[src/rtl/router_input_port_pkg.sv]
// Shared flit layout, coordinate fields and output-port encodings for the mesh
// router input port and its XY route helper.
package router_input_port_pkg;

    localparam int FLIT_W        = 20;
    localparam int PAYLOAD_W     = 16;
    localparam int COORD_W       = 2;
    localparam int DEST_X_HI     = 19;
    localparam int DEST_X_LO     = 18;
    localparam int DEST_Y_HI     = 17;
    localparam int DEST_Y_LO     = 16;
    localparam int DEFAULT_DEPTH = 7;
    localparam int COUNT_W       = 3;
    localparam int NUM_PORTS     = 5;

    typedef enum logic [2:0] {
        PORT_LOCAL = 3'd0,
        PORT_NORTH = 3'd1,
        PORT_SOUTH = 3'd2,
        PORT_EAST  = 3'd3,
        PORT_WEST  = 3'd4
    } port_e;

    localparam logic [NUM_PORTS-1:0] REQ_NONE  = 5'b00000;
    localparam logic [NUM_PORTS-1:0] REQ_LOCAL = 5'b00001;
    localparam logic [NUM_PORTS-1:0] REQ_NORTH = 5'b00010;
    localparam logic [NUM_PORTS-1:0] REQ_SOUTH = 5'b00100;
    localparam logic [NUM_PORTS-1:0] REQ_EAST  = 5'b01000;
    localparam logic [NUM_PORTS-1:0] REQ_WEST  = 5'b10000;

    typedef struct packed {
        logic [COORD_W-1:0]   dest_x;
        logic [COORD_W-1:0]   dest_y;
        logic [PAYLOAD_W-1:0] payload;
    } flit_t;

    function automatic logic [NUM_PORTS-1:0] port_onehot(input port_e p);
        return REQ_LOCAL << p;
    endfunction

endpackage

[src/rtl/router_input_port_if.sv]
// Flit, handshake and status bundle between the upstream link / switch
// allocator (master side) and the router input port (slave side).
interface router_input_port_if;
    import router_input_port_pkg::*;

    logic [FLIT_W-1:0]    datain;
    logic                 in_valid;
    logic                 grant;
    logic [FLIT_W-1:0]    flit_out;
    logic [NUM_PORTS-1:0] req;
    logic                 co;
    logic [COUNT_W-1:0]   count;
    logic                 overflow;

    modport master (
        output datain, in_valid, grant,
        input  flit_out, req, co, count, overflow
    );

    modport slave (
        input  datain, in_valid, grant,
        output flit_out, req, co, count, overflow
    );

endinterface

[src/rtl/router_input_port_xy_route_compute.sv]
// Dimension-order (X first, then Y) route decision producing a one-hot
// output-port request for one flit.
module xy_route_compute
    import router_input_port_pkg::*;
(
    input  logic [COORD_W-1:0]   dest_x_i,
    input  logic [COORD_W-1:0]   dest_y_i,
    input  logic [COORD_W-1:0]   cur_x_i,
    input  logic [COORD_W-1:0]   cur_y_i,
    output logic [NUM_PORTS-1:0] req_o
);

    port_e port_sel;

    always_comb begin
        port_sel = PORT_LOCAL;
        if (dest_x_i > cur_x_i) begin
            port_sel = PORT_EAST;
        end else if (dest_x_i < cur_x_i) begin
            port_sel = PORT_WEST;
        end else if (dest_y_i > cur_y_i) begin
            port_sel = PORT_SOUTH;
        end else if (dest_y_i < cur_y_i) begin
            port_sel = PORT_NORTH;
        end
    end

    assign req_o = port_onehot(port_sel);

endmodule

[src/rtl/router_input_port.sv]
// Credit-based router input port: circular flit FIFO with XY output-port
// request on the head flit, registered credit return and sticky overflow.
module router_input_port
    import router_input_port_pkg::*;
#(
    parameter int DEPTH   = DEFAULT_DEPTH,
    parameter int X_COORD = 0,
    parameter int Y_COORD = 0
) (
    input  logic              clk,
    input  logic              rst,
    router_input_port_if.slave port_if
);

    // DEPTH is limited to 1..7 by the 3-bit count port.
    localparam int                 PTR_W    = (DEPTH > 1) ? $clog2(DEPTH) : 1;
    localparam logic [PTR_W-1:0]   LAST_PTR = PTR_W'(DEPTH - 1);
    localparam logic [COUNT_W-1:0] FULL_CNT = COUNT_W'(DEPTH);
    localparam logic [COORD_W-1:0] MY_X     = COORD_W'(X_COORD);
    localparam logic [COORD_W-1:0] MY_Y     = COORD_W'(Y_COORD);

    flit_t              mem_q [DEPTH];
    logic [PTR_W-1:0]   wr_ptr_q, wr_ptr_d;
    logic [PTR_W-1:0]   rd_ptr_q, rd_ptr_d;
    logic [COUNT_W-1:0] count_q, count_d;
    logic               co_q, co_d;
    logic               overflow_q, overflow_d;

    logic               empty;
    logic               full;
    logic               push;
    logic               pop;
    logic               drop;
    flit_t              head;
    logic [NUM_PORTS-1:0] head_req;

    // Pointers wrap explicitly so DEPTH need not be a power of two.
    function automatic logic [PTR_W-1:0] ptr_inc(input logic [PTR_W-1:0] p);
        return (p == LAST_PTR) ? '0 : p + PTR_W'(1);
    endfunction

    assign empty = (count_q == '0);
    assign full  = (count_q == FULL_CNT);
    assign pop   = port_if.grant && !empty;
    assign push  = port_if.in_valid && (!full || pop);
    assign drop  = port_if.in_valid && full && !pop;

    always_comb begin
        wr_ptr_d   = wr_ptr_q;
        rd_ptr_d   = rd_ptr_q;
        count_d    = count_q;
        co_d       = pop;
        overflow_d = overflow_q | drop;
        if (push) begin
            wr_ptr_d = ptr_inc(wr_ptr_q);
        end
        if (pop) begin
            rd_ptr_d = ptr_inc(rd_ptr_q);
        end
        unique case ({push, pop})
            2'b10:   count_d = count_q + COUNT_W'(1);
            2'b01:   count_d = count_q - COUNT_W'(1);
            default: count_d = count_q;
        endcase
    end

    always_ff @(posedge clk or posedge rst) begin
        if (rst) begin
            wr_ptr_q   <= '0;
            rd_ptr_q   <= '0;
            count_q    <= '0;
            co_q       <= 1'b0;
            overflow_q <= 1'b0;
        end else begin
            wr_ptr_q   <= wr_ptr_d;
            rd_ptr_q   <= rd_ptr_d;
            count_q    <= count_d;
            co_q       <= co_d;
            overflow_q <= overflow_d;
        end
    end

    // Flit storage carries no reset; validity is tracked by count_q alone.
    always_ff @(posedge clk) begin
        if (push) begin
            mem_q[wr_ptr_q] <= flit_t'(port_if.datain);
        end
    end

    assign head = mem_q[rd_ptr_q];

    xy_route_compute u_route (
        .dest_x_i (head.dest_x),
        .dest_y_i (head.dest_y),
        .cur_x_i  (MY_X),
        .cur_y_i  (MY_Y),
        .req_o    (head_req)
    );

    assign port_if.flit_out = empty ? '0 : FLIT_W'(head);
    assign port_if.req      = empty ? REQ_NONE : head_req;
    assign port_if.co       = co_q;
    assign port_if.count    = count_q;
    assign port_if.overflow = overflow_q;

endmodule
[src/flat_wrapper.sv]
// flat-port wrapper written by rule: the top's interface ports become plain ports
module router_input_port_flat import router_input_port_pkg::*;
#(
    parameter int DEPTH   = DEFAULT_DEPTH,
    parameter int X_COORD = 0,
    parameter int Y_COORD = 0
)
  (clk, rst, port_if_datain, port_if_in_valid, port_if_grant, port_if_flit_out, port_if_req, port_if_co, port_if_count, port_if_overflow);
  router_input_port_if port_if_i ();
  input  logic clk;
  input  logic rst;
  input wire logic [$bits(port_if_i.datain)-1:0] port_if_datain;
  input wire logic [$bits(port_if_i.in_valid)-1:0] port_if_in_valid;
  input wire logic [$bits(port_if_i.grant)-1:0] port_if_grant;
  output wire logic [$bits(port_if_i.flit_out)-1:0] port_if_flit_out;
  output wire logic [$bits(port_if_i.req)-1:0] port_if_req;
  output wire logic [$bits(port_if_i.co)-1:0] port_if_co;
  output wire logic [$bits(port_if_i.count)-1:0] port_if_count;
  output wire logic [$bits(port_if_i.overflow)-1:0] port_if_overflow;
  assign port_if_i.datain = port_if_datain;
  assign port_if_i.in_valid = port_if_in_valid;
  assign port_if_i.grant = port_if_grant;
  assign port_if_flit_out = port_if_i.flit_out;
  assign port_if_req = port_if_i.req;
  assign port_if_co = port_if_i.co;
  assign port_if_count = port_if_i.count;
  assign port_if_overflow = port_if_i.overflow;
  router_input_port #(.DEPTH(DEPTH), .X_COORD(X_COORD), .Y_COORD(Y_COORD)) u_core (.clk(clk), .rst(rst), .port_if(port_if_i));
endmodule
[config.mk]
export PLATFORM = sky130hd
export DESIGN_NAME = router_input_port_flat
export DESIGN_NICKNAME = d
export VERILOG_FILES = /design/src/rtl/router_input_port_pkg.sv /design/src/rtl/router_input_port_if.sv /design/src/rtl/router_input_port_xy_route_compute.sv /design/src/rtl/router_input_port.sv /design/src/flat_wrapper.sv
export SDC_FILE = /design/constraint.sdc
export NUM_CORES = 1
export LEC_CHECK = 0
export ABC_CLOCK_PERIOD_IN_PS = 8300
export BUFFER_PORTS_ARGS = -buffer_cell sky130_fd_sc_hd__buf_2
export CORE_AREA = 8 8 125 127
export CTS_BUF_LIST = sky130_fd_sc_hd__clkbuf_4 sky130_fd_sc_hd__clkbuf_8
export DETAILED_ROUTE_END_ITERATION = 7
export DIE_AREA = 0 0 133 135
export PLACE_DENSITY = 0.68
export SETUP_SLACK_MARGIN = 0.5
export SLEW_MARGIN = 25
export SYNTH_ARGS = -nofsm -noshare
export SYNTH_HDL_FRONTEND = slang
export SYNTH_SLANG_ARGS = --single-unit
[constraint.sdc]
create_clock -name clk -period 8.3 [get_ports clk]
set_input_delay 0 -clock clk [delete_from_list [all_inputs] [get_ports clk]]
set_output_delay 0 -clock clk [all_outputs]
set_load 0.005 [all_outputs]
Word-level counts from Yosys, hierarchy flattened
Memories as Yosys holds them, arrays and structs flattened. Index checks and enable logic that the tools add are counted.

Shift operators: 1. Equality and inequality tests: 5. Bitwise gates (word level): 1. Add/subtract/negate cells: 4. Order comparisons: 4. Reductions and logical operators: 10. Mux-type cells: 11.

Operators by type and width (number): two-way mux 20 bit (1); two-way mux 3 bit (4); adder 3 x 1 -> 3 bit, second input constant (3); equality test 3 bit, second input constant (3); one-hot mux 3 bit (2 select lines) (1); two-way mux 5 bit (1); left shift 1 x 3 -> 5 bit, first input constant (1); > comparator 2 x 1 -> 1 bit, second input constant (2); logical AND 1 bit (4); less-than comparator 2 x 1 -> 1 bit, second input constant (2); logical NOT 1 bit (3); logical NOT 3 bit (1); two-way mux 1 bit (3); subtractor 3 x 1 -> 3 bit, second input constant (1); equality test 2 x 1 -> 1 bit, second input constant (1); equality test 2 bit, second input constant (1); two-way mux 2 bit (1); nonzero test 2 bit (1); logical OR 1 bit (1); OR 1 bit (1).

Memory bits (writable): 140. Input port bits: 24. Register bits after elaboration: 11. Output and inout port bits: 30. Memories: 1.

Memory list: u_core.mem_q (words 7, bits a word 20, read ports 1, clocked after Yosys merged registers in 0, write ports 1, line router_input_port.sv:22) `flit_t mem_q [DEPTH];`.

Depth between registers and ports, before layout
Gate-level depths: netlist (run 1). An unclocked memory read counts as a cell.

Depth after elaboration: 8. Gate-level depth with buffers: 9.

Hierarchy
Synthesis (run 1) repeated with hierarchy kept, for this count alone.

Cells, all modules: 403. Area total of the unflattened synthesis: 6462.4 um2.

Modules (own cells, without submodules): router_input_port (instances 1, sequential area each 4479.3 um2, cells each 383, area an instance 6279.8 um2); xy_route_compute (instances 1, sequential area each 0.0 um2, cells each 20, area an instance 182.7 um2).

Worst setup path after synthesis (run 1)
OpenSTA, ideal clock, no wires.

Kind: register -> register. From: register u_core.count_q[0], in the netlist u_core.port_if.count[0]. To: memory u_core.mem_q[0][0] (netlist bit) (enable). Required time: 7852 ps. Cell stages (with the launch flop): 4. Arrival time: 2675 ps. Library setup time: 448 ps. Slack: 5177 ps. Path through: dfrtp_1 nand4b_1 nand2_1 nor4_1.

Word-level cells in the longest chain between the ends: 7.

RTL lines: from (decl) (line router_input_port.sv:25) `logic [COUNT_W-1:0] count_q, count_d;`; from (signal assigned) (line router_input_port.sv:77) `count_q <= count_d;`; logical NOT 3 bit (line router_input_port.sv:42) `assign empty = (count_q == '0);`; logical NOT 1 bit (line router_input_port.sv:44) `assign pop = port_if.grant && !empty;`; logical AND 1 bit (line router_input_port.sv:44); logical OR 1 bit (*) (line router_input_port.sv:45) `assign push = port_if.in_valid && (!full || pop);`; logical AND 1 bit (*) (line router_input_port.sv:45); two-way mux 1 bit (*) (line router_input_port.sv:85) `if (push) begin`; two-way mux 1 bit (implied by the code) (*) (line router_input_port.sv:86) `mem_q[wr_ptr_q] <= flit_t'(port_if.datain);`; to (decl) (line router_input_port.sv:22).

Mark *: on every way between the ends. The rest lies on a longest branch, timed or not.

Worst setup path after layout (run 1)
From: register u_core.rd_ptr_q[0]. To: output port_if_req[0].

Word-level cells in the longest chain between the ends: 8.

RTL lines: from (decl) (line router_input_port.sv:24) `logic [PTR_W-1:0] rd_ptr_q, rd_ptr_d;`; from (signal assigned) (line router_input_port.sv:76) `rd_ptr_q <= rd_ptr_d;`; memory read (7 x 20 bit) (*); less-than comparator 2 x 1 -> 1 bit (line router_input_port_xy_route_compute.sv:23) `end else if (dest_y_i < cur_y_i) begin`; two-way mux 1 bit (line router_input_port_xy_route_compute.sv:23); two-way mux 2 bit (line router_input_port_xy_route_compute.sv:21) `end else if (dest_y_i > cur_y_i) begin`; two-way mux 3 bit (line router_input_port_xy_route_compute.sv:19) `end else if (dest_x_i < cur_x_i) begin`; two-way mux 3 bit (*) (line router_input_port_xy_route_compute.sv:17) `if (dest_x_i > cur_x_i) begin`; left shift 1 x 3 -> 5 bit (*) (line router_input_port_pkg.sv:38) `return REQ_LOCAL << p;`; two-way mux 5 bit (*) (line router_input_port.sv:101) `assign port_if.req = empty ? REQ_NONE : head_req;`; to (decl) (line flat_wrapper.sv:16) `output wire logic [$bits(port_if_i.req)-1:0] port_if_req;`.

Marked as above.

==> results of run 1 <==
## state kept, by name (all words and copies together) (netlist names)
name / flops
u_core.port_if.co: 1
u_core.port_if.count: 3
u_core.rd_ptr_q: 3
u_core.wr_ptr_q: 3
u_core.mem_q: 140
u_core.port_if.overflow: 1
## per-stage QoR
stage                     area [um^2]  utilization [%]
final                            7200             52.9
after global routing             7200             52.9
after CTS                        7200             52.9
after detailed placement         6510             47.8
after global placement           6490             47.7
after floorplan                  6030                -
## worst max-delay path: stages, from the launching register on
cell	delay, ns
dfrtp_2	0.35
buf_4	0.64
mux4_2	0.60
nand2_2	0.10
nand4_1	0.11
o21ba_1	0.23
buf_2	0.11
## timing repair
action                    4_1_cts  5_1_grt
hold buffers                   24        0
buffers inserted                0        0
hold endpoints to repair      155        0
## report_power, final
group / switching (mW) / total [mW] / internal, mW
sequential: 0.0542 / 1.02 / 0.963
combinational: 0.427 / 0.773 / 0.346
clock: 0.265 / 0.628 / 0.363
## logic make-up (layout without fill, tap and decap cells)
group / after synthesis / in the layout
AO/OA/AOI/OAI: 32 / 32
other: 1 / 2
XOR/XNOR: 3 / 3
buffers and inverters: 29 / 124
adder cells (fa/ha/maj): 2 / 2
AND/OR/NAND/NOR: 65 / 65
multiplexers: 61 / 61
flip-flops: 151 / 151
## final timing paths
| path | start | endpoint | slack (ns) |
|---|---|---|---|
| setup / recovery | u_core.rd_ptr_q[0] | port_if_req[0] | 5.71 |
| max in group asynchronous | rst | u_core.rd_ptr_q[1] | 7.87 |
| hold / removal | rst | u_core.wr_ptr_q[2] | 0.1 |
| setup reg to reg | u_core.port_if.count[2] | u_core.port_if.count[2] | 6.22 |
| hold reg to reg | u_core.port_if.count[0] | u_core.port_if.count[0] | 0.57 |
| min in group clk | port_if_datain[6] | u_core.mem_q[1][6] | 0.35 |
## cells in the final DEF (no fill, tap or decap), types with 9 or more instances in the layout
master	instances
buf_2	51
dlygate4sd3_1	24
nand2_1	24
dfrtp_1	9
clkbuf_8	17
o21ai_0	21
edfxtp_1	140
nor2_1	22
inv_1	9
mux2i_1	40
mux4_2	20
## final cells by class
cell class / instances / area [um^2] / area share, %
clock buffers: 19 / 249 / 3.46
well taps: 180 / 225 / 3.13
repair buffers: 83 / 556 / 7.71
inverters: 9 / 33.8 / 0.469
flip-flops and latches: 151 / 4480 / 62.2
multi-input cells: 165 / 1450 / 20.1
clock inverters: 13 / 206 / 2.87
## synth_stat cells, types with 3 or more instances
| cell | number | area (um^2) |
|---|---|---|
| clkbuf_1 | 7 | 26.3 |
| nor3_1 | 6 | 30.0 |
| a21o_1 | 3 | 22.5 |
| dfrtp_1 | 11 | 275 |
| buf_2 | 4 | 20.0 |
| nor2_1 | 25 | 93.8 |
| mux2i_1 | 40 | 400 |
| buf_4 | 4 | 30.0 |
| edfxtp_1 | 140 | 4200 |
| buf_6 | 3 | 33.8 |
| mux4_2 | 20 | 450 |
| inv_1 | 9 | 33.8 |
| nand2_1 | 24 | 90.1 |
| o21ai_0 | 21 | 105 |
## per-layer routing
| metal | global-route usage [%] | vias up | part of all wire, % |
|---|---|---|---|
| li1 | - | 1475 | - |
| met1 | 15.7 | 1608 | 44 |
| met2 | 22.3 | 76 | 51 |
| met3 | 3.68 | 11 | 4.1 |
| met4 | 4.23 | 0 | 0.97 |
| met5 | 0 | - | 0 |
==> results.toml, run 1 <==
[run_status]
run_status = "completed"

[yosys]
synth_compound_area_share_pct = 3.20
adder_cell_area_share_of_the_yosys_netlist_pct = 0.539
yosys_warnings = 0
synthSimpleGateAreaFrac_pct = 4.67
syn_area_um2 = 6030
yosys-mux-area-fraction_pct = 14.3
synth_sequential_area_ratio_pct = 74.3
ys_types = 37
yosys.area_share.xor_xnor_pct = 0.436
largest_family_of_logic_cells_by_synthesized_area = "multiplexers"
async_flop_share_pct = 7.28
ys_dominant_reg_cell = "edfxtp_1"
synth_area_per_cell_um2 = 17.5
syn_inst = 344
synth_edf_count = 140
ys_ff_latch = 151

[place]
dpl.cell_count = 564
numPortBuffers = 51
dp_slack_ns = 6.13
replace_congestion = 0.733
place.detailed.hpwl_mm = 6.72

[clock_network]
clkTransAtPathRegs_ns = 0.08
htree_num_levels = 4
cts_tree = "yes"
post_cts_resized = 0
clk-insertion-delay-late_ns = 0.44
root_buffer = "clkbuf_8"
cts-root-to-sink-buffers = 2
number_of_buffers_inserted_during_clock_tree_synthesis = 17
cts_sink_count = 151

[floorplanning]
die-height_um = 135
design.die.area_um2 = 18000
fp-row-count = 43
die_width_um = 133
initial_core_utilization_pct = 44.3
core-area_um2 = 13600
pin_count = 54

[power_and_ir_drop]
vdd_ir_drop_max_mv = 0.151
power_density_nw_per_um2 = 336
p_total_mw = 2.42
power.leakage_nw = 2.63

[sta]
setup-tns-final_ns = 0
final.period_utilization_pct = 31.2
fin_ws_ns = 5.71
rsz_0062_raised_after_global_routing = "no"
fin_worst_hold_slack_ns = 0.0984
tightestPinTransition_ns = 0.817
setup_viol_count_final = 0
final-hold-violation-count = 0
clock-skew-final_ns = 0.00828
final_period_minus_worst_setup_slack_ns = 2.59
fmaxAchievable_mhz = 386
slew_headroom_pct = 45.5
pins_over_slew_limit = 0

[drt]
route.final.wire_length_mm = 11.2
remaining_drc_errors = 0
avgViaCountPerCell = 5.11
num_vias = 3170
routed_len_inst_um = 18.0
antenna_viol_nets_final = 0
first_iter_violations = 280
dr.pass1.iters = 4

[grt]
grt-ovfl-total = 0
first_global_vias = 3368
grt_start_max_net_pins = 64
initial_antenna_violation_count = 0
grt_util_all_layers_pct = 13.0
grt_first_pass_wirelength_mm = 17.9

[finish]
final_layout_size_suffix_gt1_share_pct = 28.2
fillers = 1105
final_cells = 620
finalNetCount = 453
area_growth_syn_to_layout_pct = 19.4
diodes = 0

[worst_setup_path]
biggest_fanout_along_the_worst_timing_path = 45
setup.worst_path.class = "flip-flop to output port"
crit_path_start_kind = "flip-flop"
timing.critical_path.required_ns = 8.30
r2r_cell_count = 8
arrival_ns = 2.59
worstSetupEndpointType = "output port"

[run]
max_cap_viol_count = 0

[min_path]
worst_hold_path_type = "input port to async pin"
No activity file was read; power rests on OpenSTA's default activity.
==> run 2, diff against run 1 <==
--- a/config.mk
+++ b/config.mk
@@ -5,13 +5,13 @@
 export SDC_FILE = /design/constraint.sdc
 export NUM_CORES = 1
 export LEC_CHECK = 0
-export ABC_CLOCK_PERIOD_IN_PS = 8300
+export ABC_CLOCK_PERIOD_IN_PS = 2200
 export BUFFER_PORTS_ARGS = -buffer_cell sky130_fd_sc_hd__buf_2
 export CORE_AREA = 8 8 125 127
 export CTS_BUF_LIST = sky130_fd_sc_hd__clkbuf_4 sky130_fd_sc_hd__clkbuf_8
 export DETAILED_ROUTE_END_ITERATION = 7
 export DIE_AREA = 0 0 133 135
-export PLACE_DENSITY = 0.68
+export PLACE_DENSITY = 0.71
 export SETUP_SLACK_MARGIN = 0.5
 export SLEW_MARGIN = 25
 export SYNTH_ARGS = -nofsm -noshare
==> constraint.sdc (replaced) <==
create_clock -name clk -period 2.2 [get_ports clk]
set_input_delay 0 -clock clk [delete_from_list [all_inputs] [get_ports clk]]
set_output_delay 0 -clock clk [all_outputs]
set_load 0.005 [all_outputs]
==> results.toml, run 2 (synthesis gave the netlist of run 1 again) <==
[floorplanning]
pin_count = 54
die_width_um = 133
design.die.area_um2 = 18000
core-area_um2 = 13600
initial_core_utilization_pct = 44.3
fp-row-count = 43
die-height_um = 135

[grt]
grt_most_used_layer = "met2"
grtUsageMet2_pct = 25.2
initial_antenna_violation_count = 0
grt-ovfl-total = 0
first_global_vias = 3691
grt_first_pass_wirelength_mm = 19.9
grt_util_met3_pct = 4.49
grt_util_all_layers_pct = 14.7
grt_start_max_net_pins = 23
use_met1_pct = 17.2

[sta]
fin_ws_ns = 0.0589
setup-tns-final_ns = 0
pins_over_slew_limit = 0
final-hold-violation-count = 0
fmaxAchievable_mhz = 467
rsz_0062_raised_after_global_routing = "yes"
setup_viol_count_final = 0
clock-skew-final_ns = 0.00965
final_period_minus_worst_setup_slack_ns = 2.14
final.period_utilization_pct = 97.3

[finish]
finalNetCount = 506
diodes = 0
largest_register_ffs = 140
finalCoreUtilization_pct = 58.8
final_layout_size_suffix_gt1_share_pct = 38.7
multi_input_gate_area_in_the_final_layout_um2 = 1550
mostFrequentLayoutCells = "edfxtp_1 (140), buf_2 (51), mux2i_1 (38)"
layout.cells.most_common = "edfxtp_1"
ff_latch_area_um2 = 4490
largest_register = "u_core.mem_q"
area_growth_syn_to_layout_pct = 32.6
fillers = 1008

[worst_setup_path]
cp_cell_sequence = "buf_6, mux2i_1, mux4_2, nand4_1, o21ba_1, buf_2"
crit_slowest_cell = "dfrtp_4"
worst_path_largest_cell_delay_ns = 0.54
timing.reg2reg.setup_slack_ns = 0.34
crit-reg2reg-capture = "u_core.port_if.count[2]"
worst_r2r_startpoint = "u_core.port_if.count[2]"
arrival_ns = 2.14
biggest_fanout_along_the_worst_timing_path = 7
timing.critical_path.required_ns = 2.20
r2r_cell_count = 9
worstSetupEndpointType = "output port"
crit_path_start_kind = "flip-flop"
setup.worst_path.class = "flip-flop to output port"

[clock_network]
clkTransAtPathRegs_ns = 0.08
root_buffer = "clkbuf_8"
clk-insertion-delay-late_ns = 0.43
htree_num_levels = 4
cts_tree = "yes"
cts_sink_count = 151
number_of_buffers_inserted_during_clock_tree_synthesis = 17
cts-root-to-sink-buffers = 2

[power_and_ir_drop]
power.leakage_nw = 3.00
vdd_ir_drop_max_mv = 0.561
power_density_nw_per_um2 = 1280

[drt]
avgViaCountPerCell = 5.23
antenna_viol_nets_final = 0
dr.pass1.iters = 5
routed_len_inst_um = 20.1
first_iter_violations = 252
num_vias = 3521
remaining_drc_errors = 0
route.final.wire_length_mm = 13.5

[run]
max_cap_viol_count = 0

[min_path]
worst_hold_path_type = "input port to async pin"

[place]
dp_slack_ns = 0.208
place.detailed.hpwl_mm = 7.14
numPortBuffers = 51
replace_congestion = 0.760

[run_status]
run_status = "completed"
==> run 2: changes by cell type in the layout (fill, tap and decap cells not counted), sizes merged <==
cell and delta:
clkbuf +7, inv +1, dlygate4sd3 -1, buf +48, bufinv -1, clkinvlp -3, clkinv +2
==> run 2: final cells by class <==
class | count | area share [%]
clock buffers | 20 | 3.21
clock inverters | 12 | 2.19
inverters | 9 | 0.501
multi-input cells | 165 | 19.3
flip-flops and latches | 151 | 56.1
well taps | 180 | 2.82
repair buffers | 136 | 15.8
==> run 2: per-stage QoR <==
step	power [mW]	area (um^2)	hold slack, ns	instances
final	10.2	8000	0.114	673
after global routing	10.8	8000	0.164	673
after CTS	9.81	7670	0.118	657
after detailed placement	7.10	6700	0.0259	574
after global placement	7.03	6700	0.0194	574
after floorplan	5.95	6130	-0.148	345
==> run 2: worst max-delay path by stage <==
stage	from	endpoint	slack, ns	cells past startpoint
floorplan	u_core.port_if.count[0]	u_core.mem_q[0][0]	0.33	3
global placement	u_core.port_if.count[0]	u_core.port_if.count[2]	0.30	8
detailed placement	u_core.port_if.count[0]	u_core.port_if.count[2]	0.21	8
CTS	u_core.rd_ptr_q[0]	port_if_req[0]	0.05	6
global route	u_core.rd_ptr_q[0]	port_if_req[0]	-0.008	6
finish	u_core.rd_ptr_q[0]	port_if_req[0]	0.06	6
==> run 2: routing by layer <==
| metal | wire length, um | vias up | share of wire [%] |
|---|---|---|---|
| met4 | 223 | 0 | 1.7 |
| li1 | - | 1590 | - |
| met5 | 0 | - | 0 |
| met2 | 6830 | 104 | 51 |
| met1 | 5780 | 1808 | 43 |
| met3 | 676 | 19 | 5.0 |
==> run 2: worst max-delay path: cells and delay by family (launching register included) <==
kind	cells	cell delay (ns)
mux	2	0.62
buf+inv	2	0.28
simple gates	1	0.12
compound gates	1	0.15
flops	1	0.54
==> run 2: power by group <==
group / switching (mW) / internal (mW) / leakage, nW / total (mW)
sequential: 0.254 / 3.64 / 1.40 / 3.89
combinational: 1.97 / 2.09 / 1.38 / 4.06
clock: 1.01 / 1.28 / 0.217 / 2.29
total: 3.24 / 7.00 / 3.00 / 10.2
==> run 2: timing repair <==
item	4_1_cts	5_1_grt
endpoints found under the hold margin	155	0
cloned	1	8
endpoints found under the setup margin	111	103
hold buffers	23	0
resized for setup	22	20
buffers inserted	27	8
pin swaps	5	4
==> run 3, diff against run 2 <==
--- a/config.mk
+++ b/config.mk
@@ -11,7 +11,7 @@
 export CTS_BUF_LIST = sky130_fd_sc_hd__clkbuf_4 sky130_fd_sc_hd__clkbuf_8
 export DETAILED_ROUTE_END_ITERATION = 7
 export DIE_AREA = 0 0 133 135
-export PLACE_DENSITY = 0.71
+export PLACE_DENSITY = 0.66
 export SETUP_SLACK_MARGIN = 0.5
 export SLEW_MARGIN = 25
 export SYNTH_ARGS = -nofsm -noshare
==> results.toml, run 3 (synthesis gave the netlist of run 1 again) <==
[sta]
clock-skew-final_ns = 0.0122
setup_viol_count_final = 0
final.period_utilization_pct = 96.4
final_period_minus_worst_setup_slack_ns = 2.12
final-hold-violation-count = 0
pins_over_slew_limit = 0
fmaxAchievable_mhz = 471
rsz_0062_raised_after_global_routing = "yes"

[worst_setup_path]
biggest_fanout_along_the_worst_timing_path = 5
arrival_ns = 2.12
setup.worst_path.class = "flip-flop to output port"
cp_cell_sequence = "buf_6, mux2i_1, mux4_2, nand4_1, o21ba_1, buf_2"
worst_path_largest_cell_delay_ns = 0.53
timing.critical_path.required_ns = 2.20
crit_slowest_cell = "dfrtp_4"
crit_path_start_kind = "flip-flop"
worstSetupEndpointType = "output port"

[finish]
fillers = 986
largest_register = "u_core.mem_q"
ff_latch_area_um2 = 4490
area_growth_syn_to_layout_pct = 31.9
finalNetCount = 504
multi_input_gate_area_in_the_final_layout_um2 = 1560
mostFrequentLayoutCells = "edfxtp_1 (140), buf_2 (51), mux2i_1 (37)"
final_layout_size_suffix_gt1_share_pct = 39.1
largest_register_ffs = 140
layout.cells.most_common = "edfxtp_1"
diodes = 0
final_cells = 671

[place]
replace_congestion = 0.735
place.detailed.hpwl_mm = 6.74
dpl.cell_count = 573
numPortBuffers = 51

[run_status]
run_status = "completed"

[floorplanning]
pin_count = 54
initial_core_utilization_pct = 44.3
core-area_um2 = 13600
design.die.area_um2 = 18000
fp-row-count = 43
die_width_um = 133
die-height_um = 135

[drt]
routed_len_inst_um = 19.4
dr.pass1.iters = 4
avgViaCountPerCell = 5.12
route.final.wire_length_mm = 13.1
first_iter_violations = 269
num_vias = 3433
antenna_viol_nets_final = 0
remaining_drc_errors = 0

[clock_network]
root_buffer = "clkbuf_8"
cts_tree = "yes"
clkTransAtPathRegs_ns = 0.08
cts-root-to-sink-buffers = 2
cts_sink_count = 151
htree_num_levels = 4
number_of_buffers_inserted_during_clock_tree_synthesis = 17
clk-insertion-delay-late_ns = 0.43

[run]
max_cap_viol_count = 0

[grt]
grt_util_all_layers_pct = 13.6
grt_first_pass_wirelength_mm = 18.8
initial_antenna_violation_count = 0
grt_start_max_net_pins = 22
first_global_vias = 3552
grt-ovfl-total = 0

[power_and_ir_drop]
power_density_nw_per_um2 = 1240
p_total_mw = 9.86
power.leakage_nw = 2.95
vdd_ir_drop_max_mv = 0.570

[min_path]
worst_hold_path_type = "input port to async pin"
-- run 3: cell types whose count changed in the layout (fill, tap and decap cells not counted), moves of 2 or more --
cell	previous run	this run
buf_4	32	28
buf_12	11	13
clkinv_4	2	5
bufinv_16	4	1
o21ai_1	4	2
clkbuf_4	3	1
-- run 3: path summary, 6_finish.rpt --
| path | start | to | slack [ns] | depth (start not counted) |
|---|---|---|---|---|
| hold reg to reg | u_core.port_if.overflow | u_core.port_if.overflow | 0.48 | 1 |
| setup reg to reg | u_core.port_if.count[0] | u_core.port_if.count[2] | 0.34 | 9 |
| setup / recovery | u_core.rd_ptr_q[0] | port_if_req[0] | 0.08 | 6 |
| min in group clk | port_if_datain[2] | u_core.mem_q[4][2] | 0.36 | 2 |
| max in group asynchronous | rst | u_core.rd_ptr_q[1] | 1.74 | 3 |
| hold / removal | rst | u_core.wr_ptr_q[1] | 0.12 | 3 |
-- run 3: per-stage QoR --
step	setup TNS [ns]	cell area, um^2	setup WS, ns	utilization (%)	hold slack, ns
6_report	0	7950	0.0787	58.4	0.117
5_1_grt	-0.0136	7950	-0.0136	58.4	0.145
4_1_cts	0	7560	0.0711	55.6	0.0989
3_5_place_dp	0	6730	0.265	49.4	0.0157
3_3_place_gp	0	6730	0.302	49.4	0.00959
2_1_floorplan	0	6130	0.325	-	-0.148
-- run 3: worst max-delay path, delay by kind of cell, from the launching register on --
family,cells,cell delay [ns]
AO/OA/AOI/OAI,1,0.15
buffers and inverters,2,0.27
flip-flops,1,0.53
multiplexers,2,0.61
AND/OR/NAND/NOR,1,0.13
-- run 3: area by class of cell --
class / count / area share (%)
clock inverter: 14 / 1.60
sequential: 151 / 56.5
clock buffer: 18 / 3.04
timing repair buffer: 134 / 16.1
tap: 180 / 2.83
inverter: 9 / 0.456
multi-input combinational: 165 / 19.6
-- run 3: timing repair --
action	4_1_cts	5_1_grt
cloned	0	10
resized for setup	18	21
hold endpoints to repair	154	0
buffers inserted	22	11
pin swaps	9	12
hold buffers	23	0
endpoints found under the setup margin	55	166
-- run 3: power breakdown --
part           internal (mW)  switching [mW]
logic                   2.12            1.87
clock network          0.911            1.02
registers               3.64           0.294
total                   6.67            3.19
-- run 3: routing by layer --
layer / track usage [%] / share of wire, % / vias to the layer above
li1: - / - / 1595
met3: 4.01 / 7.6 / 10
met2: 23.3 / 51 / 121
met5: 0 / 0 / -
met4: 4.04 / 0.98 / 0
met1: 16.3 / 40 / 1707
